--- config.mk ---
export PLATFORM = sky130hd
export DESIGN_NAME = instr_fetch_flat
export DESIGN_NICKNAME = d
export VERILOG_FILES = /design/src/rtl/fetch_pkg.sv /design/src/rtl/instr_fetch_if.sv /design/src/rtl/fetch_stats.sv /design/src/rtl/instr_fetch.sv /design/src/flat_wrapper.sv
export SDC_FILE = /design/constraint.sdc
export NUM_CORES = 1
export LEC_CHECK = 0
export ABC_AREA = 1
export CAP_MARGIN = 5
export CORE_UTILIZATION = 47
export DETAILED_ROUTE_END_ITERATION = 16
export PLACE_DENSITY = 0.91
export SLEW_MARGIN = 20
export SYNTH_ARGS = -nofsm -noshare
export SYNTH_HDL_FRONTEND = slang
export SYNTH_HIERARCHICAL = 1
export SYNTH_SLANG_ARGS = --single-unit
--- constraint.sdc ---
create_clock -name clk -period 6.3 [get_ports clk]
set_clock_uncertainty 0.1 [all_clocks]
set_input_delay 1.26 -clock clk [delete_from_list [all_inputs] [get_ports clk]]
set_output_delay 1.26 -clock clk [all_outputs]
set_load 0.02 [all_outputs]
--- src/rtl/fetch_pkg.sv ---
// fetch_pkg -- constants and types shared by the instruction-fetch stage and
// the decode stage of the single-issue MIPS-style core.
//   RESET_PC      : first fetch byte address after reset
//   MEM_HI        : highest legal fetch byte address (inclusive)
//   fetch_state_t : fetch FSM states (BOOT, RUN, HALT)
//   fetch_fault_t : halt cause reported on the fault output
package fetch_pkg;

  localparam logic [31:0] RESET_PC = 32'h0040_0000;
  localparam logic [31:0] MEM_HI   = 32'h0040_0400;

  typedef enum logic [1:0] {
    BOOT = 2'd0,
    RUN  = 2'd1,
    HALT = 2'd2
  } fetch_state_t;

  typedef enum logic [1:0] {
    NONE     = 2'd0,
    RANGE    = 2'd1,
    MISALIGN = 2'd2
  } fetch_fault_t;

  // True when a fetch byte address lies inside the instruction-memory window.
  function automatic logic in_window(input logic [31:0] pc);
    return (pc >= RESET_PC) && (pc <= MEM_HI);
  endfunction

endpackage

--- src/rtl/instr_fetch_if.sv ---
// instr_fetch_if -- bundle between the fetch stage, the instruction memory
// and the decode/branch-resolution logic.
//   master (fetch stage): drives pc_out and the IF/ID register outputs,
//                         receives mem_instr, stall and redirect controls.
//   slave  (environment): the opposite directions.
interface instr_fetch_if;
  import fetch_pkg::*;

  logic [31:0]  pc_out;
  logic [31:0]  mem_instr;
  logic         stall;
  logic         redirect;
  logic [31:0]  redirect_pc;
  logic [31:0]  ifid_instr;
  logic [31:0]  ifid_pc4;
  logic         ifid_valid;
  logic         halted;
  fetch_fault_t fault;

  modport master (
    input  mem_instr, stall, redirect, redirect_pc,
    output pc_out, ifid_instr, ifid_pc4, ifid_valid, halted, fault
  );

  modport slave (
    output mem_instr, stall, redirect, redirect_pc,
    input  pc_out, ifid_instr, ifid_pc4, ifid_valid, halted, fault
  );

endinterface

--- src/rtl/fetch_stats.sv ---
// fetch_stats -- saturating event counters for the fetch stage.
//   clk, rst      : clock, asynchronous active-high reset
//   capture       : strobe, an instruction was captured into IF/ID
//   stall_evt     : strobe, a RUN cycle stalled without redirect
//   flush         : strobe, a redirect was accepted
//   fetches, stalls, flushes : counters, saturate at all-ones
module fetch_stats #(
  parameter int DATA_W = 32
) (
  input  logic              clk,
  input  logic              rst,
  input  logic              capture,
  input  logic              stall_evt,
  input  logic              flush,
  output logic [DATA_W-1:0] fetches,
  output logic [DATA_W-1:0] stalls,
  output logic [DATA_W-1:0] flushes
);

  function automatic logic [DATA_W-1:0] sat_inc(input logic [DATA_W-1:0] v);
    return (&v) ? v : v + 1'b1;
  endfunction

  always_ff @(posedge clk or posedge rst) begin
    if (rst) begin
      fetches <= '0;
      stalls  <= '0;
      flushes <= '0;
    end else begin
      if (capture)   fetches <= sat_inc(fetches);
      if (stall_evt) stalls  <= sat_inc(stalls);
      if (flush)     flushes <= sat_inc(flushes);
    end
  end

endmodule

--- src/rtl/instr_fetch.sv ---
// instr_fetch -- instruction-fetch stage. Owns the PC, drives the memory
// byte address, captures the returned word into the IF/ID register, and
// handles stall, branch/jump redirect and halting on bad addresses.
//   clk, rst : clock, asynchronous active-high reset
//   bus      : instr_fetch_if.master (pc_out, mem_instr, stall, redirect,
//              redirect_pc, ifid_instr, ifid_pc4, ifid_valid, halted, fault)
// Optional macro FETCH_STATS_EN adds stat_fetches, stat_stalls and
// stat_flushes (32-bit saturating counters).
module instr_fetch
  import fetch_pkg::*;
(
  input  logic               clk,
  input  logic               rst,
  instr_fetch_if.master      bus
`ifdef FETCH_STATS_EN
  ,
  output logic [31:0]        stat_fetches,
  output logic [31:0]        stat_stalls,
  output logic [31:0]        stat_flushes
`endif
);

  fetch_state_t state;
  logic [31:0]  pc_p0;
  logic [31:0]  instr_p1;
  logic [31:0]  pc4_p1;
  logic         vld_p1;
  logic         halted_q;
  fetch_fault_t fault_q;

  // Mutually exclusive RUN-cycle events. Redirect outranks stall, and stall
  // outranks the range check, so a PC that is about to be replaced or held
  // never raises a range fault.
  logic capture, flush, misalign, range_err;

  always_comb begin
    capture   = 1'b0;
    flush     = 1'b0;
    misalign  = 1'b0;
    range_err = 1'b0;
    if (state == RUN) begin
      if (bus.redirect) begin
        if (bus.redirect_pc[1:0] != 2'b00) misalign = 1'b1;
        else                               flush    = 1'b1;
      end else if (!bus.stall) begin
        if (in_window(pc_p0)) capture   = 1'b1;
        else                  range_err = 1'b1;
      end
    end
  end

  // p0 -> p1: PC register feeds memory; word is captured into IF/ID
  always_ff @(posedge clk or posedge rst) begin
    if (rst) begin
      state    <= BOOT;
      pc_p0    <= RESET_PC;
      instr_p1 <= '0;
      pc4_p1   <= '0;
      vld_p1   <= 1'b0;
      halted_q <= 1'b0;
      fault_q  <= NONE;
    end else begin
      case (state)
        BOOT: state <= RUN;
        RUN: begin
          if (misalign || range_err) begin
            state    <= HALT;
            halted_q <= 1'b1;
            vld_p1   <= 1'b0;
            fault_q  <= misalign ? MISALIGN : RANGE;
          end else if (flush) begin
            // Accepted even when out of range; the next fetch checks it.
            pc_p0  <= bus.redirect_pc;
            vld_p1 <= 1'b0;
          end else if (capture) begin
            instr_p1 <= bus.mem_instr;
            pc4_p1   <= pc_p0 + 32'd4;
            vld_p1   <= 1'b1;
            pc_p0    <= pc_p0 + 32'd4;
          end
        end
        HALT: vld_p1 <= 1'b0;
        default: state <= HALT;
      endcase
    end
  end

  assign bus.pc_out     = pc_p0;
  assign bus.ifid_instr = instr_p1;
  assign bus.ifid_pc4   = pc4_p1;
  assign bus.ifid_valid = vld_p1;
  assign bus.halted     = halted_q;
  assign bus.fault      = fault_q;

`ifdef FETCH_STATS_EN
  logic stall_evt;
  assign stall_evt = (state == RUN) && bus.stall && !bus.redirect;

  fetch_stats #(.DATA_W(32)) u_stats (
    .clk       (clk),
    .rst       (rst),
    .capture   (capture),
    .stall_evt (stall_evt),
    .flush     (flush),
    .fetches   (stat_fetches),
    .stalls    (stat_stalls),
    .flushes   (stat_flushes)
  );
`endif

endmodule

--- src/flat_wrapper.sv ---
// flat-port wrapper written by rule: the top's interface ports become plain ports
module instr_fetch_flat import fetch_pkg::*;
  (clk, rst, bus_mem_instr, bus_stall, bus_redirect, bus_redirect_pc, bus_pc_out, bus_ifid_instr, bus_ifid_pc4, bus_ifid_valid, bus_halted, bus_fault);
  instr_fetch_if bus_i ();
  input  logic clk;
  input  logic rst;
  input wire logic [$bits(bus_i.mem_instr)-1:0] bus_mem_instr;
  input wire logic [$bits(bus_i.stall)-1:0] bus_stall;
  input wire logic [$bits(bus_i.redirect)-1:0] bus_redirect;
  input wire logic [$bits(bus_i.redirect_pc)-1:0] bus_redirect_pc;
  output wire logic [$bits(bus_i.pc_out)-1:0] bus_pc_out;
  output wire logic [$bits(bus_i.ifid_instr)-1:0] bus_ifid_instr;
  output wire logic [$bits(bus_i.ifid_pc4)-1:0] bus_ifid_pc4;
  output wire logic [$bits(bus_i.ifid_valid)-1:0] bus_ifid_valid;
  output wire logic [$bits(bus_i.halted)-1:0] bus_halted;
  output wire logic [$bits(bus_i.fault)-1:0] bus_fault;
  assign bus_i.mem_instr = bus_mem_instr;
  assign bus_i.stall = bus_stall;
  assign bus_i.redirect = bus_redirect;
  assign bus_i.redirect_pc = bus_redirect_pc;
  assign bus_pc_out = bus_i.pc_out;
  assign bus_ifid_instr = bus_i.ifid_instr;
  assign bus_ifid_pc4 = bus_i.ifid_pc4;
  assign bus_ifid_valid = bus_i.ifid_valid;
  assign bus_halted = bus_i.halted;
  assign bus_fault = bus_i.fault;
  instr_fetch u_core (.clk(clk), .rst(rst), .bus(bus_i));
endmodule
==> results.py, run 1 <==
metrics = {
    "floorplan": {
        "start_util_pct": 48.78,
        "die_x_um": 97.14,
        "dieArea_um2": 9435,
        "coreArea_um2": 8721,
        "io_pins": 168,
        "row_count": 34,
        "die_h_um": 97.14,
    },
    "placement": {
        "port-buffer-count": 167,
        "gp_congestion": 0.8493,
        "dpl_cell_area_um2": 5974,
        "hpwl_mm": 7.823,
    },
    "sta": {
        "hold_viol": 0,
        "maxSlewViolCount": 0,
        "rsz0062_at_grt": "false",
        "max_slew.worst_pin.slew_ns": 0.7182,
        "min_period_ns": 3.311,
        "slew_headroom_pct": 52.07,
        "whs_ns": 0.3774,
        "finalCritPeriodShare_pct": 52.56,
        "fmax_mhz": 302.0,
        "setup_viol": 0,
        "tns_ns": 0,
    },
    "setup_path": {
        "cp_max_fo": 41,
        "critical_path_required_ns": 6.45,
        "criticalPathCategory": "in2reg",
        "cp_data_arrival_time_ns": 3.46,
        "end_kind": "register",
        "start_kind": "primary input",
    },
    "finish": {
        "drive_gt1_share_pct": 4.037,
        "layout_common_cells": "nand2_1 (171), clkdlybuf4s50_1 (167), dfrtp_1 (101), inv_1 (58), nand3_1 (42)",
        "final_cell_area_um2": 6142,
        "nets": 712,
        "diodes": 0,
        "mostFrequentLayoutCell": "nand2_1",
        "syn_to_final_growth_pct": 44.38,
    },
    "synth": {
        "postSynthAreaPerCell_um2": 8.900,
        "synthCells": 478,
        "syn_nets": 551,
        "yosysUniqueCellTypes": 23,
        "synth_top_area_share_pct": 59.41,
        "ys_seq_elements": 102,
        "yosysWarnings": 6,
        "synth.area.top_cells": "dfrtp_1 (59%), nand2_1 (15%), inv_1 (5.2%)",
        "yosysSeqAreaShare_pct": 60.03,
        "syn-cell-area_um2": 4254,
        "synth_largest_area_cell": "dfrtp_1",
    },
    "global_route": {
        "grt-ovfl-total": 0,
        "grt_usage_pct": 23.39,
        "grt_max_degree": 76,
        "grt_use_met1_pct": 29.82,
        "grt_pass1_wl_mm": 17.81,
        "grtUsageMet3_pct": 5.180,
        "grt-busiest-layer": "met2",
        "met2_usage_pct": 39.22,
        "antenna_found_initial": 0,
        "grt_pass1_vias": 3749,
    },
    "detailed_routing": {
        "drtIter0Drc": 172,
        "routed_wl_mm": 10.71,
        "drc": 0,
        "vias": 3763,
        "wl_per_cell_um": 14.25,
        "avgViaCountPerCell": 5.004,
        "ant_nets": 0,
        "drt_first_pass_iters": 4,
    },
    "clock_network": {
        "cts.sinks": 102,
        "cts_resized": 0,
        "cts_tree": "built",
        "postCtsSetupBuffers": 0,
        "ctsHtreeMaxLevel": 3,
        "clkTransAtPathRegs_ns": 0.10,
        "cts_buffers": 9,
        "clockRootBuffer": "clkbuf_8",
        "clk_latency_ns": 0.35,
        "ctsHoldBuffers": 0,
        "clockBufferDepth": 2,
    },
    "run": {
        "drv_cap": 0,
    },
    "pwr": {
        "ir_drop_uv": 293.8,
        "p_leak_nw": 3.072,
        "power_density_nw_per_um2": 321.6,
    },
    "min_path": {
        "hp-class": "reg2reg",
    },
    "status": {
        "outcome": "finished, final reports clean",
    },
}
-- worst max-delay path, stage by stage --
cell             delay (ns)
clkdlybuf4s50_1        0.54
nand2_1                0.16
nor3_4                 0.13
buf_4                  0.36
inv_1                  0.12
nand2_2                0.42
inv_1                  0.26
nand2_1                0.11
nand2_1                0.06
-- metal layers --
layer / up-vias / part of all wire, %
li1: 1784 / -
met1: 1791 / 42
met2: 165 / 49
met3: 23 / 7.5
met4: 0 / 2.3
met5: - / 0
-- kinds of logic (layout without fill, tap and decap cells) --
| kind of cell | after synthesis | count (layout) | share of synthesized area, % |
|---|---|---|---|
| AND/OR/NAND/NOR | 239 | 239 | 23.29 |
| buffers and inverters | 82 | 248 | 8.647 |
| flip-flops | 102 | 102 | 60.03 |
| XOR/XNOR | 7 | 7 | 1.441 |
| AO/OA/AOI/OAI | 43 | 43 | 5.118 |
| adder cells (fa/ha/maj) | 5 | 5 | 1.471 |
-- power breakdown --
part / leakage, nW / total (W) / internal, W / switching (W)
clock: 0.0755 / 0.000360 / 0.000144 / 0.000216
combinational: 1.66 / 0.000730 / 0.000331 / 0.000399
sequential: 1.34 / 0.000885 / 0.000776 / 0.000109
-- synth_stat cells --
library cell	count
nand2_1	171
o21ai_0	38
buf_4	2
or2_1	1
clkbuf_1	7
nand3_1	42
inv_2	2
o21ai_1	4
inv_1	59
nand2_2	2
nand3b_1	2
ha_1	5
nor3_2	1
buf_2	6
buf_6	6
dfrtp_1	101
nor3b_2	1
dfstp_2	1
nand4_1	3
xor2_1	7
o21bai_1	1
nor2_1	13
nor3_1	3
-- layout make-up --
cell class / instances / area, um^2
inverter: 61 / 231.5
sequential: 102 / 2554
clock buffer: 11 / 131.4
tap: 108 / 135.1
multi-input combinational: 294 / 1345
timing repair buffer: 171 / 1709
fill: 653 / 2579
clock inverter: 5 / 36.28
-- flip-flops by register name (all words and copies together) (netlist names) --
name / cells
u_core/bus.ifid_instr: 32
u_core/bus.ifid_pc4: 32
u_core/bus.fault: 2
u_core/bus.halted: 1
u_core/state: 2
u_core/bus.ifid_valid: 1
u_core/bus.pc_out: 32
-- stage by stage --
step	util [%]	instances	setup WS [ns]	power, W
2_1_floorplan	-	478	2.266	0.001253
3_3_place_gp	68.34	735	2.391	0.001593
3_5_place_dp	68.51	736	2.643	0.001621
4_1_cts	70.43	752	3.026	0.001988
5_1_grt	70.43	752	2.803	0.002103
6_report	70.43	752	2.989	0.001975
-- worst paths after layout --
check,cells after the start,startpoint,slack (ns),to
max,9,bus_redirect,2.99,u_core/bus.pc_out[26]
min,2,u_core/bus.ifid_pc4[13],0.38,u_core/bus.ifid_pc4[13]
max reg2reg,13,u_core/bus.pc_out[2],3.54,u_core/bus.pc_out[26]
min reg2reg,2,u_core/bus.ifid_pc4[13],0.38,u_core/bus.ifid_pc4[13]
max in group asynchronous,3,rst,3.78,u_core/bus.pc_out[24]
min in group asynchronous,2,rst,1.20,u_core/bus.ifid_pc4[16]
(Power assumes the default switching activity.)
==> inputs of run 2 (changes only) <==
--- a/config.mk
+++ b/config.mk
@@ -7,9 +7,9 @@
 export LEC_CHECK = 0
 export ABC_AREA = 1
 export CAP_MARGIN = 5
-export CORE_UTILIZATION = 47
+export CORE_UTILIZATION = 44
 export DETAILED_ROUTE_END_ITERATION = 16
-export PLACE_DENSITY = 0.91
+export PLACE_DENSITY = 0.86
 export SLEW_MARGIN = 20
 export SYNTH_ARGS = -nofsm -noshare
 export SYNTH_HDL_FRONTEND = slang
==> constraint.sdc (replaced) <==
create_clock -name clk -period 3.3 [get_ports clk]
set_clock_uncertainty 0.1 [all_clocks]
set_input_delay 0.66 -clock clk [delete_from_list [all_inputs] [get_ports clk]]
set_output_delay 0.66 -clock clk [all_outputs]
set_load 0.02 [all_outputs]
==> results.py, run 2 (synthesis gave the netlist of run 1 again) <==
metrics = {
    "floorplan": {
        "die_x_um": 100.3,
        "row_count": 35,
        "die_h_um": 100.3,
        "coreArea_um2": 9284,
        "dieArea_um2": 10070,
        "start_util_pct": 45.82,
        "io_pins": 168,
    },
    "finish": {
        "mostFrequentLayoutCell": "nand2_1",
        "final_cell_area_um2": 6212,
        "layout_common_cells": "nand2_1 (171), clkdlybuf4s50_1 (167), dfrtp_1 (101), inv_1 (58), nand3_1 (42)",
        "drive_gt1_share_pct": 4.496,
        "nets": 713,
        "syn_to_final_growth_pct": 46.03,
        "diodes": 0,
    },
    "setup_path": {
        "criticalPathCategory": "reg2reg",
        "r2r-end": "u_core/bus.pc_out[25]",
        "end_kind": "register",
        "worstReg2RegStart": "u_core/bus.pc_out[2]",
        "start_kind": "register",
        "r2r_slack_ns": 1.00,
        "cp_max_fo": 32,
        "rr_worst_depth": 13,
        "cp_data_arrival_time_ns": 2.46,
        "critical_path_required_ns": 3.46,
    },
    "global_route": {
        "grt_pass1_vias": 3594,
        "grt_max_degree": 103,
        "grt-ovfl-total": 0,
        "antenna_found_initial": 0,
        "grt_pass1_wl_mm": 16.88,
        "grt_usage_pct": 20.90,
    },
    "sta": {
        "min_period_ns": 2.299,
        "maxSlewViolCount": 0,
        "setup_ws_ns": 1.001,
        "tns_ns": 0,
        "max_slew.worst_pin.slew_ns": 0.6975,
        "fmax_mhz": 434.9,
        "whs_ns": 0.3767,
        "setup_viol": 0,
        "finalCritPeriodShare_pct": 69.67,
        "rsz0062_at_grt": "false",
        "hold_viol": 0,
        "slew_headroom_pct": 53.50,
    },
    "clock_network": {
        "clockBufferDepth": 2,
        "clockRootBuffer": "clkbuf_8",
        "cts_resized": 0,
        "cts.sinks": 102,
        "clkTransAtPathRegs_ns": 0.12,
        "cts_buffers": 9,
        "ctsHtreeMaxLevel": 3,
        "clk_latency_ns": 0.35,
        "cts_tree": "built",
        "postCtsSetupBuffers": 0,
        "ctsHoldBuffers": 0,
    },
    "detailed_routing": {
        "drt_first_pass_iters": 5,
        "drc": 0,
        "ant_nets": 0,
        "drtIter0Drc": 186,
        "wl_per_cell_um": 13.47,
        "routed_wl_mm": 10.42,
        "avgViaCountPerCell": 4.774,
        "vias": 3695,
    },
    "status": {
        "outcome": "finished, final reports clean",
    },
    "min_path": {
        "min_from": "u_core/bus.ifid_pc4[30]",
        "min_path_cells": 2,
        "hold_end": "u_core/bus.ifid_pc4[30]",
        "hp-class": "reg2reg",
    },
    "run": {
        "drv_cap": 0,
    },
    "pwr": {
        "power_density_nw_per_um2": 617.3,
        "power.total_w": 0.003835,
        "ir_drop_uv": 455.9,
        "p_leak_nw": 3.101,
    },
    "placement": {
        "post-place-ws_ns": 0.6669,
        "dpl_cell_area_um2": 6015,
        "hpwl_mm": 7.436,
        "gp_congestion": 0.8173,
        "port-buffer-count": 167,
    },
}
==> run 2: cell count changes in the layout (fill, tap and decap cells not counted), moves of 2 or more <==
| cell | change |
|---|---|
| inv_8 | +2 |
| inv_6 | +2 |
| clkbuf_1 | -2 |
| clkinvlp_4 | -2 |
==> run 2: worst max-delay path by stage <==
stage	slack [ns]	startpoint	cells past startpoint	to
CTS	0.98	u_core/bus.pc_out[22]	1	bus_pc_out[22]
floorplan	1.32	rst	1	u_core/bus.fault[0]
detailed placement	0.67	bus_redirect	8	u_core/bus.pc_out[25]
global route	0.73	u_core/bus.pc_out[2]	13	u_core/bus.pc_out[13]
finish	1.00	u_core/bus.pc_out[2]	13	u_core/bus.pc_out[25]
global placement	0.74	bus_redirect	8	u_core/bus.pc_out[14]
==> run 2: cell type report <==
type / count / area (um^2)
fill: 777 / 3072
multi-input combinational: 294 / 1345
clock buffer: 9 / 123.9
inverter: 61 / 232.7
tap: 129 / 161.4
clock inverter: 7 / 73.82
timing repair buffer: 172 / 1722
sequential: 102 / 2554
==> run 2: per-stage QoR <==
| stage | util [%] | std cells |
|---|---|---|
| finish | 66.91 | 774 |
| global route | 66.91 | 774 |
| CTS | 66.91 | 774 |
| detailed placement | 64.78 | 758 |
| global placement | 64.78 | 758 |
| floorplan | - | 478 |
==> run 2: worst max-delay path, stage by stage, from the launching register on <==
cell and delay (ns):
dfrtp_1 0.45, inv_1 0.10, ha_1 0.16, nand3_1 0.09
o21bai_1 0.14, nand2_1 0.08, nand2_1 0.06, nand2_1 0.08
inv_2 0.08, nand2_2 0.05, nand2_2 0.40, inv_1 0.26
nand2_1 0.11, nand2_1 0.05
==> run 2: report_power, final <==
group          total [W]  switching (W)  internal [W]
combinational    0.00139       0.000759      0.000634
sequential       0.00167       0.000191       0.00148
clock           0.000771       0.000471      0.000300
==> run 2: per-layer routing <==
metal  track usage [%]  part of all wire [%]  up-vias
met4             5.797                   1.2        0
li1                  -                     -     1789
met5                 0                     0        -
met1             28.11                    43     1743
met2             34.56                    49      151
met3             4.178                   6.8       12
==> inputs of run 3 (changes only) <==
==> constraint.sdc (replaced) <==
create_clock -name clk -period 2.21 [get_ports clk]
set_clock_uncertainty 0.1 [all_clocks]
set_input_delay 0.442 -clock clk [delete_from_list [all_inputs] [get_ports clk]]
set_output_delay 0.442 -clock clk [all_outputs]
set_load 0.02 [all_outputs]
==> results.py, run 3 (synthesis gave the netlist of run 1 again) <==
metrics = {
    "status": {
        "outcome": "finished, final reports clean",
    },
    "global_route": {
        "grt_usage_pct": 21.65,
        "grt-ovfl-total": 0,
        "grt_pass1_vias": 3603,
        "antenna_found_initial": 0,
        "grt_max_degree": 76,
        "grt_pass1_wl_mm": 17.21,
    },
    "setup_path": {
        "critical_path_required_ns": 1.67,
        "worstReg2RegStart": "u_core/bus.pc_out[3]",
        "rr_worst_depth": 12,
        "crit_path_top_delay_cell": "clkdlybuf4s50_1",
        "cpLargestDelayFamily": "buffers and inverters",
        "cp_cell_sequence": "clkdlybuf4s50_1",
        "end_kind": "output port",
        "cp_num_buf_inv": 1,
        "max_stage_delay_ns": 0.62,
        "cp_max_fo": 4,
        "r2r-end": "u_core/bus.ifid_pc4[3]",
        "r2r_slack_ns": 0.33,
        "cp_data_arrival_time_ns": 1.54,
        "start_kind": "register",
        "criticalPathCategory": "reg2out",
    },
    "clock_network": {
        "clk_latency_ns": 0.36,
        "cts.sinks": 102,
        "cts_tree": "built",
        "cts_resized": 0,
        "ctsHtreeMaxLevel": 3,
        "clockRootBuffer": "clkbuf_8",
        "clkTransAtPathRegs_ns": 0.11,
        "cts_buffers": 9,
        "clockBufferDepth": 2,
        "postCtsSetupBuffers": 0,
        "ctsHoldBuffers": 0,
    },
    "finish": {
        "mostFrequentLayoutCell": "nand2_1",
        "multi_input_area_um2": 1345,
        "final-seq-area_um2": 2554,
        "fin_cells": 780,
        "nets": 719,
        "nFillCells": 773,
        "layout_common_cells": "nand2_1 (171), clkdlybuf4s50_1 (167), dfrtp_1 (101), inv_1 (58), nand3_1 (42)",
        "syn_to_final_growth_pct": 48.09,
        "diodes": 0,
        "drive_gt1_share_pct": 5.376,
    },
    "pwr": {
        "power_density_nw_per_um2": 917.5,
        "power.switching_w": 0.002152,
        "ir_drop_uv": 616.3,
        "p_leak_nw": 3.146,
        "sw_frac_of_total_pct": 37.22,
        "p_int_w": 0.003629,
        "pwr-share-clk_pct": 20.1,
        "combPwrFrac_pct": 36.8,
        "p_seq_share_pct": 43.1,
    },
    "min_path": {
        "hp-class": "in2async",
    },
    "placement": {
        "placedCellCount": 764,
        "gp_congestion": 0.8299,
        "port-buffer-count": 167,
        "hpwl_mm": 7.630,
    },
    "detailed_routing": {
        "vias": 3707,
        "drc": 0,
        "wl_per_cell_um": 13.43,
        "drt_first_pass_iters": 5,
        "drtIter0Drc": 138,
        "routed_wl_mm": 10.48,
        "ant_nets": 0,
        "avgViaCountPerCell": 4.753,
    },
    "sta": {
        "hold_viol": 0,
        "max_slew.worst_pin.slew_ns": 0.5515,
        "finalCritPeriodShare_pct": 94.33,
        "setup_viol": 0,
        "min_period_ns": 2.085,
        "rsz0062_at_grt": "false",
        "fmax_mhz": 479.7,
        "slew_headroom_pct": 63.16,
        "maxSlewViolCount": 0,
        "tns_ns": 0,
    },
    "floorplan": {
        "row_count": 35,
        "io_pins": 168,
        "coreArea_um2": 9284,
        "die_h_um": 100.3,
        "start_util_pct": 45.82,
        "die_x_um": 100.3,
        "dieArea_um2": 10070,
    },
    "run": {
        "drv_cap": 0,
    },
}
[run 3: worst max path at each step]
| stage | startpoint | end | depth (start not counted) |
|---|---|---|---|
| after floorplan | u_core/bus.pc_out[2] | u_core/bus.ifid_instr[0] | 13 |
| after global placement | bus_redirect | u_core/bus.pc_out[19] | 7 |
| after detailed placement | bus_redirect | u_core/bus.pc_out[17] | 7 |
| after CTS | u_core/bus.pc_out[22] | bus_pc_out[22] | 1 |
| after global routing | u_core/bus.pc_out[22] | bus_pc_out[22] | 1 |
| final | u_core/bus.pc_out[22] | bus_pc_out[22] | 1 |
[run 3: final cells by class]
| cell class | count | share of cell area [%] |
|---|---|---|
| Sequential cell | 102 | 40.54 |
| Timing Repair Buffer | 178 | 28.64 |
| Multi-Input combinational cell | 294 | 21.35 |
| Inverter | 61 | 3.694 |
| Tap cell | 129 | 2.562 |
| Clock buffer | 9 | 1.966 |
| Clock inverter | 7 | 1.251 |
[run 3: through the flow]
step	hold WS [ns]	total power [W]	utilization, %	area [um^2]	worst slack [ns]
floorplan	0.3670	0.003571	-	4258	0.3922
global placement	0.3479	0.004582	65.67	6097	0.1880
detailed placement	0.3522	0.004653	65.67	6097	0.1150
CTS	0.3612	0.005831	67.86	6300	0.09936
global route	0.3808	0.006138	67.86	6300	0.05512
finish	0.3729	0.005780	67.86	6300	0.1252
[run 3: power groups by stage]
stage / clock network (W) / registers (W) / logic [W]
2_1_floorplan: 0 / 0.00287 / 0.000700
3_3_place_gp: 0 / 0.00251 / 0.00207
3_5_place_dp: 0 / 0.00252 / 0.00213
4_1_cts: 0.00120 / 0.00250 / 0.00214
5_1_grt: 0.00128 / 0.00254 / 0.00232
6_report: 0.00116 / 0.00249 / 0.00213
[run 3: routing by layer]
metal,global-route usage [%],wire (um),share of wire (%)
met1,28.44,4591,44
met2,35.51,5026,48
met3,4.944,656,6.3
met4,7.358,204,1.9
met5,0,0,0
